<file path="src/rtl/sdram_frame_arbiter.sv">
// sdram_frame_arbiter
// Serialises camera write bursts, VGA read bursts and auto-refresh onto the
// SDRAM command engine, one command at a time, over valid/ready/done.
// Ping-pong frame buffers: the camera fills wr_buf while VGA reads rd_buf,
// which is the most recently completed camera frame.
module sdram_frame_arbiter #(
   parameter int BURST_LEN      = 256,
   parameter int FRAME_WORDS    = 307200,
   parameter int ADDR_W         = 24,
   parameter int REFRESH_CYCLES = 1280,
   parameter int CNT_W          = 10
) (
   input  logic              clk,
   input  logic              rst_n,
   input  logic [CNT_W-1:0]  cam_count,
   input  logic [CNT_W-1:0]  vga_space,
   input  logic              cam_frame_start,
   input  logic              vga_frame_start,
   output logic              cmd_valid,
   output logic [1:0]        cmd_op,
   output logic [ADDR_W-1:0] cmd_addr,
   input  logic              cmd_ready,
   input  logic              cmd_done,
   output logic [2:0]        ref_debt,
   output logic              rd_frame_valid
);

   localparam int OFF_W = ADDR_W - 1;
   localparam int TMR_W = (REFRESH_CYCLES > 1) ? $clog2(REFRESH_CYCLES) : 1;

   localparam logic [OFF_W-1:0] BURST_OFF = OFF_W'(BURST_LEN);
   localparam logic [OFF_W-1:0] FRAME_OFF = OFF_W'(FRAME_WORDS);
   localparam logic [CNT_W-1:0] BURST_CNT = CNT_W'(BURST_LEN);
   localparam logic [TMR_W-1:0] TMR_LAST  = TMR_W'(REFRESH_CYCLES - 1);

   localparam logic [1:0] OP_WR  = 2'b01;
   localparam logic [1:0] OP_RD  = 2'b10;
   localparam logic [1:0] OP_REF = 2'b11;

   typedef enum logic [1:0] {
      ST_IDLE  = 2'd0,
      ST_ISSUE = 2'd1,
      ST_BUSY  = 2'd2
   } state_t;

   state_t             state_r;
   state_t             state_next_s;

   logic               cmd_valid_r;
   logic [1:0]         cmd_op_r;
   logic [ADDR_W-1:0]  cmd_addr_r;
   logic               cmd_valid_next_s;
   logic [1:0]         cmd_op_next_s;
   logic [ADDR_W-1:0]  cmd_addr_next_s;

   logic               wr_buf_r;
   logic               rd_buf_r;
   logic               done_buf_r;
   logic [OFF_W-1:0]   wr_off_r;
   logic [OFF_W-1:0]   rd_off_r;
   logic [TMR_W-1:0]   tmr_r;
   logic [2:0]         ref_debt_r;
   logic               rd_frame_valid_r;
   logic               last_wr_r;     // 1: last granted burst was a write
   logic               pend_ok_r;     // pending burst still belongs to the current frame

   logic               ref_elig_s;
   logic               wr_elig_s;
   logic               rd_elig_s;
   logic               grant_wr_s;
   logic               grant_rd_s;
   logic               issue_s;
   logic               accept_s;
   logic               acc_wr_s;
   logic               acc_rd_s;
   logic               acc_ref_s;
   logic               tmr_wrap_s;

   assign cmd_valid      = cmd_valid_r;
   assign cmd_op         = cmd_op_r;
   assign cmd_addr       = cmd_addr_r;
   assign ref_debt       = ref_debt_r;
   assign rd_frame_valid = rd_frame_valid_r;

   // Eligibility, priority (refresh first, then write/read round-robin) and handshake decode
   always_comb begin
      ref_elig_s = (ref_debt_r != 3'd0);
      wr_elig_s  = (cam_count >= BURST_CNT) && (wr_off_r < FRAME_OFF);
      rd_elig_s  = rd_frame_valid_r && (vga_space >= BURST_CNT) && (rd_off_r < FRAME_OFF);
      grant_wr_s = !ref_elig_s && wr_elig_s && (!rd_elig_s || !last_wr_r);
      grant_rd_s = !ref_elig_s && rd_elig_s && !grant_wr_s;
      issue_s    = (state_r == ST_IDLE) && (ref_elig_s || wr_elig_s || rd_elig_s);
      accept_s   = (state_r == ST_ISSUE) && cmd_ready;
      acc_wr_s   = accept_s && (cmd_op_r == OP_WR);
      acc_rd_s   = accept_s && (cmd_op_r == OP_RD);
      acc_ref_s  = accept_s && (cmd_op_r == OP_REF);
      tmr_wrap_s = (tmr_r == TMR_LAST);
   end

   // FSM state register
   always_ff @(posedge clk) begin
      if (!rst_n) begin
         state_r <= ST_IDLE;
      end else begin
         state_r <= state_next_s;
      end
   end

   // FSM next-state logic; a cmd_done outside BUSY has no effect
   always_comb begin
      state_next_s = state_r;
      case (state_r)
         ST_IDLE: begin
            if (issue_s) state_next_s = ST_ISSUE;
            else         state_next_s = ST_IDLE;
         end
         ST_ISSUE: begin
            if (cmd_ready) state_next_s = ST_BUSY;
            else           state_next_s = ST_ISSUE;
         end
         ST_BUSY: begin
            if (cmd_done) state_next_s = ST_IDLE;
            else          state_next_s = ST_BUSY;
         end
         default: state_next_s = ST_IDLE;
      endcase
   end

   // FSM output logic: next values of the registered command fields
   always_comb begin
      cmd_valid_next_s = cmd_valid_r;
      cmd_op_next_s    = cmd_op_r;
      cmd_addr_next_s  = cmd_addr_r;
      case (state_r)
         ST_IDLE: begin
            if (issue_s) begin
               cmd_valid_next_s = 1'b1;
               if (ref_elig_s) begin
                  cmd_op_next_s   = OP_REF;
                  cmd_addr_next_s = {ADDR_W{1'b0}};
               end else if (grant_wr_s) begin
                  cmd_op_next_s   = OP_WR;
                  cmd_addr_next_s = {wr_buf_r, wr_off_r};
               end else begin
                  cmd_op_next_s   = OP_RD;
                  cmd_addr_next_s = {rd_buf_r, rd_off_r};
               end
            end else begin
               cmd_valid_next_s = 1'b0;
            end
         end
         ST_ISSUE: begin
            if (cmd_ready) cmd_valid_next_s = 1'b0;
            else           cmd_valid_next_s = 1'b1;
         end
         ST_BUSY: cmd_valid_next_s = 1'b0;
         default: cmd_valid_next_s = 1'b0;
      endcase
   end

   // Command output registers; op/addr hold steady from issue until accept
   always_ff @(posedge clk) begin
      if (!rst_n) begin
         cmd_valid_r <= 1'b0;
         cmd_op_r    <= 2'b00;
         cmd_addr_r  <= {ADDR_W{1'b0}};
      end else begin
         cmd_valid_r <= cmd_valid_next_s;
         cmd_op_r    <= cmd_op_next_s;
         cmd_addr_r  <= cmd_addr_next_s;
      end
   end

   // Tracks whether a frame start invalidated the pending burst, so its accept does not advance the new frame
   always_ff @(posedge clk) begin
      if (!rst_n) begin
         pend_ok_r <= 1'b0;
      end else if (issue_s) begin
         if (grant_wr_s)      pend_ok_r <= !cam_frame_start;
         else if (grant_rd_s) pend_ok_r <= !vga_frame_start;
         else                 pend_ok_r <= 1'b1;
      end else if ((state_r == ST_ISSUE) && (cmd_op_r == OP_WR) && cam_frame_start) begin
         pend_ok_r <= 1'b0;
      end else if ((state_r == ST_ISSUE) && (cmd_op_r == OP_RD) && vga_frame_start) begin
         pend_ok_r <= 1'b0;
      end
   end

   // Camera side: write offset, buffer ping-pong and completed-frame hand-off
   always_ff @(posedge clk) begin
      if (!rst_n) begin
         wr_buf_r         <= 1'b0;
         wr_off_r         <= {OFF_W{1'b0}};
         done_buf_r       <= 1'b0;
         rd_frame_valid_r <= 1'b0;
      end else if (cam_frame_start) begin
         if (wr_off_r == FRAME_OFF) begin
            done_buf_r       <= wr_buf_r;
            rd_frame_valid_r <= 1'b1;
         end
         wr_buf_r <= ~wr_buf_r;
         wr_off_r <= {OFF_W{1'b0}};
      end else if (acc_wr_s && pend_ok_r) begin
         wr_off_r <= wr_off_r + BURST_OFF;
      end
   end

   // VGA side: read offset, restarted on the newest completed buffer at each VGA frame
   always_ff @(posedge clk) begin
      if (!rst_n) begin
         rd_buf_r <= 1'b0;
         rd_off_r <= {OFF_W{1'b0}};
      end else if (vga_frame_start) begin
         rd_buf_r <= done_buf_r;
         rd_off_r <= {OFF_W{1'b0}};
      end else if (acc_rd_s && pend_ok_r) begin
         rd_off_r <= rd_off_r + BURST_OFF;
      end
   end

   // Round-robin memory: which of write/read was accepted last
   always_ff @(posedge clk) begin
      if (!rst_n) begin
         last_wr_r <= 1'b0;
      end else if (acc_wr_s) begin
         last_wr_r <= 1'b1;
      end else if (acc_rd_s) begin
         last_wr_r <= 1'b0;
      end
   end

   // Free-running refresh interval timer
   always_ff @(posedge clk) begin
      if (!rst_n) begin
         tmr_r <= {TMR_W{1'b0}};
      end else if (tmr_wrap_s) begin
         tmr_r <= {TMR_W{1'b0}};
      end else begin
         tmr_r <= tmr_r + TMR_W'(1);
      end
   end

   // Outstanding refresh count: +1 per interval (saturating at 7), -1 per refresh accept
   always_ff @(posedge clk) begin
      if (!rst_n) begin
         ref_debt_r <= 3'd0;
      end else if (tmr_wrap_s && !acc_ref_s) begin
         if (ref_debt_r != 3'd7) ref_debt_r <= ref_debt_r + 3'd1;
      end else if (acc_ref_s && !tmr_wrap_s) begin
         ref_debt_r <= ref_debt_r - 3'd1;
      end
   end

endmodule

</file>
<file path="config.mk">
export PLATFORM = sky130hd
export DESIGN_NAME = sdram_frame_arbiter
export DESIGN_NICKNAME = d
export VERILOG_FILES = /design/src/rtl/sdram_frame_arbiter.sv
export SDC_FILE = /design/constraint.sdc
export NUM_CORES = 1
export LEC_CHECK = 0
export BUFFER_PORTS_ARGS = -buffer_cell sky130_fd_sc_hd__buf_2
export CORE_UTILIZATION = 40
export CTS_BUF_LIST = sky130_fd_sc_hd__clkbuf_16
export CTS_CLUSTER_DIAMETER = 80
export CTS_CLUSTER_SIZE = 12
export DETAILED_ROUTE_END_ITERATION = 16
export PLACE_DENSITY_LB_ADDON = 0.15
export SYNTH_ARGS = -nofsm -noshare
export SYNTH_HDL_FRONTEND = slang
export SYNTH_SLANG_ARGS = --single-unit
</file>
<file path="constraint.sdc">
create_clock -name clk -period 2.8 [get_ports clk]
set_input_delay 0.14 -clock clk [delete_from_list [all_inputs] [get_ports clk]]
set_output_delay 0.14 -clock clk [all_outputs]
set_load 0.005 [all_outputs]
</file>
# Word-level counts from Yosys, hierarchy flattened
# Index checks and enable logic that the tools add are counted.
# W data, S select, Z words.
# totals
ff_bits,95
inputBits,26
# classes
addsub,5
order_cmp,4
n_eq_ne,9
mux,21
bitwise,2
reduce_logical,42
# ops
op,count
$mux W24,2
$add A23 B9 Y23 const B,2
$lt A23 B19 Y1 const B,2
$eq A23 B19 Y1 const B,1
$ge A10 B9 Y1 const B,2
$logic_and A1 B1 Y1,20
$add A11 B1 Y11 const B,1
$eq A11 B11 Y1 const B,1
$mux W1,10
$mux W3,3
$logic_not A1 Y1,8
$mux W2,4
$eq A2 B2 Y1 const B,3
$pmux W2 S3,1
$reduce_and A2 Y1,3
$reduce_bool A3 Y1,2
$reduce_or A2 Y1,3
$eq A2 B1 Y1 const B,2
$reduce_bool A2 Y1,2
$add A3 B1 Y3 const B,1
$logic_or A1 B1 Y1,3
$ne A3 B3 Y1 const B,1
$sub A3 B1 Y3 const B,1
$logic_not A2 Y1,1
other kinds (3),4

# Depth between registers and ports, before layout
# Gate-level depths: netlist (run 1).
# logic_depth
ltp_word,11
ltp_mapped,10

# Worst setup path before layout (run 1)
# No wires, ideal clock.
# synth_path
path_kind,reg2reg
start,register tmr_r[0]
end,"register ref_debt_r[2], in the netlist ref_debt[2]"
setup_ps,79
arrival_ps,2259
required_time_ps,2721
path_slack_ps,462
stages_incl_launch_ff,11
path_buffers,1
cell_sequence,dfxtp_1 ha_1 nand2_1 or3_1 buf_2 nor3_4 inv_1 fa_1 nor3_1 a211oi_1 a211oi_2
# synth_between
elab_chain_cells,5
# synth_rtl
element,line_no,source
start: declaration,61,logic [TMR_W-1:0] tmr_r;
start signal: assignment,235,tmr_r <= {TMR_W{1'b0}};
start signal: assignment,237,tmr_r <= {TMR_W{1'b0}};
start signal: assignment,239,tmr_r <= tmr_r + TMR_W'(1);
$eq A11 B11 Y1 (*),97,tmr_wrap_s = (tmr_r == TMR_LAST);
$logic_not A1 Y1,249,end else if (acc_ref_s && !tmr_wrap_s) begin
$logic_and A1 B1 Y1,249,
$reduce_bool A2 Y1 (no line),n/a,
$reduce_and A2 Y1 (no line),n/a,
end signal: assignment,248,if (ref_debt_r != 3'd7) ref_debt_r <= ref_debt_r + 3'd1;
end signal: assignment,250,ref_debt_r <= ref_debt_r - 3'd1;
end: declaration,62,logic [2:0] ref_debt_r;
# Every way passes the cells marked *; elsewhere a longest branch is shown, timed or not.
# A chain may end at the register's enable or synchronous reset.

# Worst setup path in the final report (run 1)
# Ends and elaborated chain as after synthesis.

==> impl_results.md, run 1 <==
- Max_slew headroom: roughly 21%
- Vias per Instance: around 5.2
- Fin util: between 40% and 50%
- Slew @ Worst Pin: between 1 and 1.5 ns
- Met1 Usage GRT: about a quarter
- Worst-Skew Late Latency: ~0.33 ns
- DIE AREA: 9140 µm²
- TNS Setup: 0 ns
- Synth cell types: slightly above 60
- Num CTS Buffers: 9
- Syn_area_per_cell: 9.37 µm²
- Register area: between 1000 and 1500 µm²
- Max Cap Viol: 0
- R2r setup slk: about 0.23 ns
- Most common cell after layout, fill and taps aside: dfxtp_1
- DRT iter0 DRCs: 93
- Ratio of cells with drive above 1 in the final layout: between 10% and 20%
- Main area contributors after synthesis: dfxtp_1, nor2_1, mux2i_1
- Vias: approximately 2,700
- Slew Viols, Final: 0
- DRC: 0
- Row count: 33
- Maximum number of pins on one net before global-route repair: 17
- Syn Std Cell Area: 3510 µm²
- Worst EP arrival: 2.83 ns
- Initial Util: a little over two fifths
- Final setup fails: 0
- TritonCTS clock tree: yes
- Status: finished clean
- Post-Route WL: ~7500 µm
- Reg clk slew, reported paths: roughly 0.060 ns
- GRT busiest layer: met2
- WL per Instance: between 10 and 15 µm
- Max VDD drop: around 270 µV
- Multi-input logic area: ~1900 µm²
- Synth Warn #: 0
- Crit. End Element: register
- Tcrit/Tclk final: approximately nine tenths
- Synthesized instance count: roughly 370
- Most frequent cells in the layout: dfxtp_1, nor2_1, buf_2
- Power density over cell area: between 600 and 700 nW/µm²
- Number of flops mapped to enable cells by yosys: 0
- Drt pass-1 iters: 4
- CTS max path bufs: 2
- Synth Register Bits: between 70 and 80
- Clk_skew: about 0.0059 ns
- Seq/Total Area, Yosys: between 40% and 50%
- Met3 usage: 5.42%
- Top-Level Pins: 57
- ANT nets after route: 0
- Die Y: around 96 µm
- Worst path required time: 3.05 ns
- HPWL after DPL: roughly 5300 µm
- First-pass GRT wire length: 12,300 µm
- Antenna violations before repair: 0
- Die width: between 90 and 100 µm
- GP Congestion: roughly 0.83
- GR Layer Usage met2: around 27%
- RSZ-0062 raised after global routing: false
- Diodes inserted: 0
- Fin. Hold Viols: 0
- CP Max Fanout: 5
- Clk Tree Root Cell: clkbuf_16
- Leak: 1.45 nW
- Largest area contributor in the netlist: dfxtp_1
- Overflow after GRT: 0
- Max Fclk: between 300 and 400 MHz
- Setup Crit Path Kind: reg2reg
- Port bufs: 32
- Critical Path Source Type: register
- Post-layout nets: 435
- Tmin final: about 2.6 ns
- Yosys top cell area share: about 41%
- Worst Hold Class: in2reg
- All-Layer GR Usage: about 18%
- Vias in the first global route: between 2,000 and 2,500
- # fillers: a little over 800
- Synth-to-layout area growth: 14.7%
- Asr flop ratio synth: 0%
- # H-tree levels: 3
- Sink Count: 71
- Ys flop type: dfxtp_1
- Core Box Area: between 8000 and 9000 µm²
## logic make-up after synthesis
| kind of cell | after synthesis | synth area share, % |
|---|---|---|
| mux | 17 | 4.85 |
| flops | 71 | 40.5 |
| buf+inv | 33 | 5.14 |
| compound gates | 63 | 14.7 |
| simple gates | 155 | 25.4 |
| xor+xnor | 29 | 7.24 |
| other cells | 1 | 0.107 |
| fa+ha+maj | 5 | 2.00 |
## synth_stat cells, types with 2 or more instances
cell type / number
a21oi_1: 17
inv_1: 12
nor3_4: 2
nand4_2: 2
nand2_1: 17
buf_2: 5
nor4_2: 2
o21ai_0: 13
o2bb2ai_2: 7
o2bb2ai_1: 4
dfxtp_1: 71
xnor2_1: 19
and4_1: 2
clkbuf_1: 6
ha_1: 4
nor3_1: 12
nor4_1: 4
nor2_1: 46
nand3_1: 13
nand4_1: 8
and3_1: 4
nor2b_1: 4
mux2i_1: 17
xor2_1: 10
o2111ai_1: 2
or2_2: 2
nor3b_1: 2
o211ai_1: 2
buf_4: 9
nand2b_1: 3
a211oi_2: 2
or3_1: 13
nor4_4: 2
o311ai_0: 2
and2_1: 8
## state kept, by name, indices dropped and copies added (netlist names)
register        flops
cmd_addr           16
tmr_r              11
cmd_valid           1
rd_buf_r            1
pend_ok_r           1
wr_buf_r            1
done_buf_r          1
rd_off_r           15
wr_off_r           15
last_wr_r           1
state_r             2
cmd_op              2
rd_frame_valid      1
ref_debt            3
## per-layer routing
layer	routed length, µm	vias to the layer above
met5	0	-
met3	213	10
met1	3790	1253
met2	3360	32
met4	100	0
li1	-	1376
## layout make-up
class	count	share of cell area (%)
clock buffers	9	5.60
clock inverters	7	2.40
inverters	12	1.12
repair buffers	33	4.17
well taps	105	3.27
flip-flops and latches	71	35.3
multi-input cells	277	48.1
## metrics by stage
stage	total power, mW	cell area (µm²)	hold slack, ns	cells	worst slack [ns]
global route	2.51	4020	0.136	514	0.0697
global placement	1.22	3700	0.437	498	0.325
floorplan	1.19	3530	0.277	381	0.462
CTS	2.45	4020	0.122	514	0.167
detailed placement	1.22	3700	0.443	498	0.201
finish	2.42	4020	0.128	514	0.228
## critical path: stages (launching register included)
cell and delay [ns]:
dfxtp_1 0.37, ha_1 0.23, nand2_1 0.12, or3_1 0.50, nor3_4 0.25, inv_1 0.08, fa_1 0.43, nor3_2 0.25
a211oi_1 0.10, a211oi_2 0.19
## path summary, 6_finish.rpt
kind,to,depth (start not counted),startpoint
min,state_r[1],4,cmd_done
max,ref_debt[2],9,tmr_r[0]
min reg2reg,cmd_addr[21],1,cmd_addr[21]
max reg2reg,ref_debt[2],9,tmr_r[0]
## power breakdown
group	leakage [nW]	internal [mW]	switching [mW]	total (mW)
Sequential	0.574	1.03	0.0209	1.05
Combinational	0.720	0.0531	0.0934	0.147
Clock	0.160	0.782	0.443	1.22
Total	1.45	1.86	0.557	2.42
## timing repair
action,in CTS,in global routing
hold buffers,0,0
endpoints found under the setup margin,0,1
gates resized for setup,0,1
buffers inserted,0,0
Note: power is estimated with default switching activity, not from simulation.
==> run 2, diff against run 1 <==
--- a/config.mk
+++ b/config.mk
@@ -12,6 +12,7 @@
 export CTS_CLUSTER_SIZE = 12
 export DETAILED_ROUTE_END_ITERATION = 16
 export PLACE_DENSITY_LB_ADDON = 0.15
+export RECOVER_POWER = 100
 export SYNTH_ARGS = -nofsm -noshare
 export SYNTH_HDL_FRONTEND = slang
 export SYNTH_SLANG_ARGS = --single-unit
==> constraint.sdc (replaced) <==
create_clock -name clk -period 3.06 [get_ports clk]
set_input_delay 0.153 -clock clk [delete_from_list [all_inputs] [get_ports clk]]
set_output_delay 0.153 -clock clk [all_outputs]
set_load 0.005 [all_outputs]
==> impl_results.md, run 2 (synthesis gave the netlist of run 1 again) <==
- Final setup fails: 0 (unchanged)
- DRT iter0 DRCs: 122 (+31%)
- Diodes inserted: 0 (unchanged)
- Max VDD drop: 219 µV (-20%)
- Initial Util: 42.0% (unchanged)
- # resized after CTS: 0 (unchanged)
- GP Congestion: 0.825 (-0.15%)
- Buf/Inv on CP: 1 (unchanged)
- Critical path's slowest cell: or3_1
- # H-tree levels: 3 (unchanged)
- Vias in the first global route: 2,514 (+2.8%)
- Top-Level Pins: 57 (unchanged)
- Postcts setup bufs: 0 (unchanged)
- CP top delay family: simple AND/OR/NAND/NOR gates
- Clk_skew: 0.00561 ns (-0.000319 ns)
- Cts-stage hold buffer count: 0 (unchanged)
- Max FFs per register: 16 (unchanged)
- Max Fclk: 398 MHz (+2.3%)
- Leak: 1.35 nW (-7.1%)
- Power density over cell area: 541 nW/µm² (-10%)
- Die width: 95.6 µm (unchanged)
- WHS: 0.134 ns (+0.00580 ns)
- DIE AREA: 9140 µm² (unchanged)
- Max Cap Viol: 0 (unchanged)
- Die Y: 95.6 µm (unchanged)
- Clk Tree Root Cell: clkbuf_16
- DRC: 0 (unchanged)
- Critical Path Source Type: register
- Antenna violations before repair: 0 (unchanged)
- Setup Crit Path Kind: reg2reg
- Final worst slack: 0.546 ns (+0.318 ns)
- Slew Viols, Final: 0 (unchanged)
- Most frequent cells in the layout: dfxtp_1, nor2_1, xnor2_1
- RSZ-0062 raised after global routing: false
- TritonCTS clock tree: yes
- Overflow after GRT: 0 (unchanged)
- Max_slew headroom: 20.2% (-0.36 points)
- Port bufs: 32 (unchanged)
- Maximum number of pins on one net before global-route repair: 17 (unchanged)
- Num CTS Buffers: 9 (unchanged)
- Post-layout nets: 434 (-0.23%)
- Vias: 2,699 (+1.0%)
- CP Cell Sequence: ha_1 > nand2_1 > or3_1 > nor3_4 > inv_1 > fa_1 > nor3_1 > a211oi_1 > a211oi_2
- Tmin final: 2.51 ns (-0.0582 ns)
- Core Box Area: 8340 µm² (unchanged)
- Worst-Skew Late Latency: 0.33 ns (about the same)
- Vias per Instance: 5.26 (+1.2%)
- WL per Instance: 14.4 µm (-0.80%)
- TNS Setup: 0 ns (unchanged)
- Most common cell after layout, fill and taps aside: dfxtp_1
- Drt pass-1 iters: 4 (unchanged)
- Worst EP arrival: 2.76 ns (-0.07 ns)
- Sink Count: 71 (unchanged)
- Slew @ Worst Pin: 1.19 ns (+0.00536 ns)
- Worst path required time: 3.31 ns (+0.26 ns)
- Worst Hold Class: in2reg
- Biggest cell delay along the critical path: 0.48 ns (-0.02 ns)
- Status: finished clean
- Crit. End Element: register
- Worst slack, placed: 0.538 ns (+0.337 ns)
- ANT nets after route: 0 (unchanged)
- HPWL after DPL: 5310 µm (+0.22%)
- Tcrit/Tclk final: 82.1% (-9.7 points)
- CTS max path bufs: 2 (unchanged)
- All-Layer GR Usage: 18.0% (+0.043 points)
- Synth-to-layout area growth: 11.6%
- Post-Route WL: 7390 µm (-0.99%)
- Fin. Hold Viols: 0 (unchanged)
- CP Max Fanout: 5 (unchanged)
- First-pass GRT wire length: 12,400 µm (+0.89%)
- Row count: 33 (unchanged)
- Ratio of cells with drive above 1 in the final layout: 13.2% (-6.1 points)
- Reg clk slew, reported paths: 0.06 ns (about the same)
[run 2: cell count changes in the layout (fill, tap and decap cells not counted), moves of 2 or more]
cell / change
and2_0: +3
buf_2: -16
and2_1: -3
nor4_1: +2
clkbuf_1: +16
nor4_2: -2
o21ai_0: +2
[run 2: layout make-up]
class | count | area (µm²)
Clock inverter | 7 | 72.6
Sequential cell | 71 | 1420
Inverter | 12 | 45.0
Fill cell | 850 | 4430
Multi-Input combinational cell | 277 | 1880
Timing Repair Buffer | 32 | 140
Clock buffer | 9 | 225
Tap cell | 105 | 131
[run 2: power by group]
group	leakage, nW	total, mW	internal (mW)	switching [mW]
combinational	0.634	0.124	0.0429	0.0816
sequential	0.574	0.961	0.942	0.0191
clock	0.143	1.03	0.632	0.401
total	1.35	2.12	1.62	0.501
[run 2: path summary, 6_finish.rpt]
path                                 startpoint  slack [ns]  cells past startpoint           end
worst max-delay path                   tmr_r[0]        0.55                      9   ref_debt[2]
worst min-delay path            vga_frame_start        0.13                      3      rd_buf_r
worst max register to register         tmr_r[0]        0.55                      9   ref_debt[2]
worst min register to register     cmd_addr[19]        0.46                      1  cmd_addr[19]
[run 2: layer usage]
metal | GRT usage (%) | up-vias | part of all wire (%)
met4 | 7.46 | 0 | 1.1
met2 | 27.0 | 43 | 45
li1 | - | 1381 | -
met5 | 0 | - | 0
met3 | 4.15 | 7 | 2.9
met1 | 24.6 | 1268 | 51
[run 2: through the flow]
| stage | instance area, µm² | power, mW | cells | utilization [%] |
|---|---|---|---|---|
| floorplan | 3530 | 1.09 | 381 | - |
| global placement | 3690 | 1.11 | 497 | 44.2 |
| detailed placement | 3690 | 1.11 | 497 | 44.2 |
| CTS | 3990 | 2.15 | 513 | 47.8 |
| global route | 3910 | 2.21 | 513 | 46.9 |
| finish | 3910 | 2.12 | 513 | 46.9 |
[run 2: worst min-delay path, cell delays in order]
cell	delay [ns]
buf_2	0.13
mux2i_1	0.08
nor2_1	0.07
==> run 3, diff against run 2 <==
==> constraint.sdc (replaced) <==
create_clock -name clk -period 2.17 [get_ports clk]
set_input_delay 0.1085 -clock clk [delete_from_list [all_inputs] [get_ports clk]]
set_output_delay 0.1085 -clock clk [all_outputs]
set_load 0.005 [all_outputs]
==> impl_results.md, run 3 (synthesis gave the netlist of run 1 again) <==
- Slew @ Worst Pin: 0.677 ns (-0.513 ns)
- Max_slew headroom: 54.7% (+34 points)
- HPWL after DPL: 5430 µm (+2.3%)
- Critical Path Source Type: register
- Tcrit/Tclk final: 94.1% (+12 points)
- Antenna violations before repair: 0 (unchanged)
- Most frequent cells in the layout: dfxtp_1, nor2_1, xnor2_1, buf_2
- Sink Count: 71 (unchanged)
- DRC: 0 (unchanged)
- Maximum number of pins on one net before global-route repair: 17 (unchanged)
- Max VDD drop: 414 µV (+89%)
- Biggest cell delay along the critical path: 0.38 ns (-0.10 ns)
- Worst EP arrival: 2.29 ns (-0.47 ns)
- Overflow after GRT: 0 (unchanged)
- CP Max Fanout: 3 (-2)
- Top-Level Pins: 57 (unchanged)
- Crit. End Element: register
- # fillers: 819 (-3.6%)
- Num CTS Buffers: 9 (unchanged)
- Die width: 95.6 µm (unchanged)
- Worst-Skew Late Latency: 0.33 ns (about the same)
- CTS max path bufs: 2 (unchanged)
- Final setup fails: 0 (unchanged)
- Ratio of cells with drive above 1 in the final layout: 19.4% (+6.2 points)
- # H-tree levels: 3 (unchanged)
- Vias per Instance: 5.24 (-0.44%)
- Clk_skew: 0.00767 ns (+0.00206 ns)
- DRT iter0 DRCs: 110 (-9.8%)
- Leak: 1.44 nW (+6.4%)
- DIE AREA: 9140 µm² (unchanged)
- Slew Viols, Final: 0 (unchanged)
- Power density over cell area: 701 nW/µm² (+30%)
- Design Area, Final: 4100 µm² (+4.6%)
- Post-Route WL: 7480 µm (+1.2%)
- Critical path's slowest cell: or3_4
- Tmin final: 2.04 ns (-0.471 ns)
- Synth-to-layout area growth: 16.8%
- Fin. Hold Viols: 0 (unchanged)
- Diodes inserted: 0 (unchanged)
- GP Congestion: 0.770 (-6.6%)
- Reg clk slew, reported paths: 0.06 ns (about the same)
- Clk Tree Root Cell: clkbuf_16
- Drt pass-1 iters: 4 (unchanged)
- First-pass GRT wire length: 12,300 µm (-1.1%)
- TNS Setup: 0 ns (unchanged)
- Die Y: 95.6 µm (unchanged)
- Row count: 33 (unchanged)
- Max Cap Viol: 0 (unchanged)
- Core Box Area: 8340 µm² (unchanged)
- RSZ-0062 raised after global routing: false
- Vias in the first global route: 2,598 (+3.3%)
- Worst path required time: 2.42 ns (-0.89 ns)
- All-Layer GR Usage: 17.8% (-0.21 points)
- Max Fclk: 490 MHz (+23%)
- Cts-stage hold buffer count: 0 (unchanged)
- Post-layout nets: 454 (+4.6%)
- Worst Hold Class: in2reg
- Fin cells: 533 (+3.9%)
- Placed Instances: 516 (+3.8%)
- ANT nets after route: 0 (unchanged)
- Most common cell after layout, fill and taps aside: dfxtp_1
- Max FFs per register: 16 (unchanged)
- TritonCTS clock tree: yes
- WL per Instance: 14.0 µm (-2.6%)
- Area after DPL: 3870 µm² (+4.9%)
- Setup Crit Path Kind: reg2reg
- Status: finished clean
- Initial Util: 42.0% (unchanged)
- Port bufs: 32 (unchanged)
- CP Cell Sequence: ha_4 > nand2_2 > or3_4 > nor3_4 > inv_2 > fa_2 > nor3_2 > a211oi_1 > a211oi_2
- Vias: 2,792 (+3.4%)
[run 3: stage by stage]
step	total power [mW]	utilization, %	hold slack (ns)	worst slack [ns]
6_report	2.87	49.1	0.104	0.128
5_1_grt	2.98	49.1	0.117	0.0254
4_1_cts	2.91	49.6	0.0945	0.0270
3_5_place_dp	1.60	46.4	0.434	0.0294
3_3_place_gp	1.60	46.4	0.422	0.0612
2_1_floorplan	1.53	-	0.245	0.0127
[run 3: cell type report]
type / instances / area [µm²] / area share (%)
clock buffers: 9 / 225 / 5.50
flip-flops and latches: 71 / 1430 / 34.8
clock inverters: 7 / 40.0 / 0.978
repair buffers: 52 / 299 / 7.30
inverters: 12 / 45.0 / 1.10
multi-input cells: 277 / 1930 / 47.1
well taps: 105 / 131 / 3.21
[run 3: power by group]
group / internal (mW) / leakage (nW) / switching (mW)
clock network: 0.760 / 0.122 / 0.544
logic: 0.0862 / 0.741 / 0.123
registers: 1.33 / 0.575 / 0.0304
[run 3: repair_timing]
| item | 4_1_cts | 5_1_grt |
|---|---|---|
| setup buffers | 0 | 1 |
| pin swaps | 0 | 3 |
| setup endpoints to repair | 1 | 3 |
| gates resized for setup | 1 | 3 |
[run 3: critical path, delay by kind of cell, from the launching register on]
kind | cells | cell delay, ns
AND/OR/NAND/NOR | 4 | 0.77
buffers and inverters | 1 | 0.05
flip-flops | 1 | 0.36
adder cells (fa/ha/maj) | 2 | 0.50
AO/OA/AOI/OAI | 2 | 0.27
[run 3: per-layer routing]
layer,vias to the layer above,wire (µm),GRT usage (%),share of wire [%]
met5,-,0,0,0
met4,0,79,6.59,1.1
met3,7,262,4.47,3.5
met2,36,3240,26.4,43
met1,1332,3900,24.7,52
li1,1417,-,-,-
[run 3: path summary, 6_finish.rpt]
kind                   from     endpoint  slack [ns]  cells after the start
setup / recovery   tmr_r[1]  ref_debt[2]        0.13                      9
hold / removal    cmd_ready   state_r[0]        0.10                      3
setup reg to reg   tmr_r[1]  ref_debt[2]        0.13                      9
hold reg to reg    tmr_r[0]     tmr_r[0]        0.44                      1
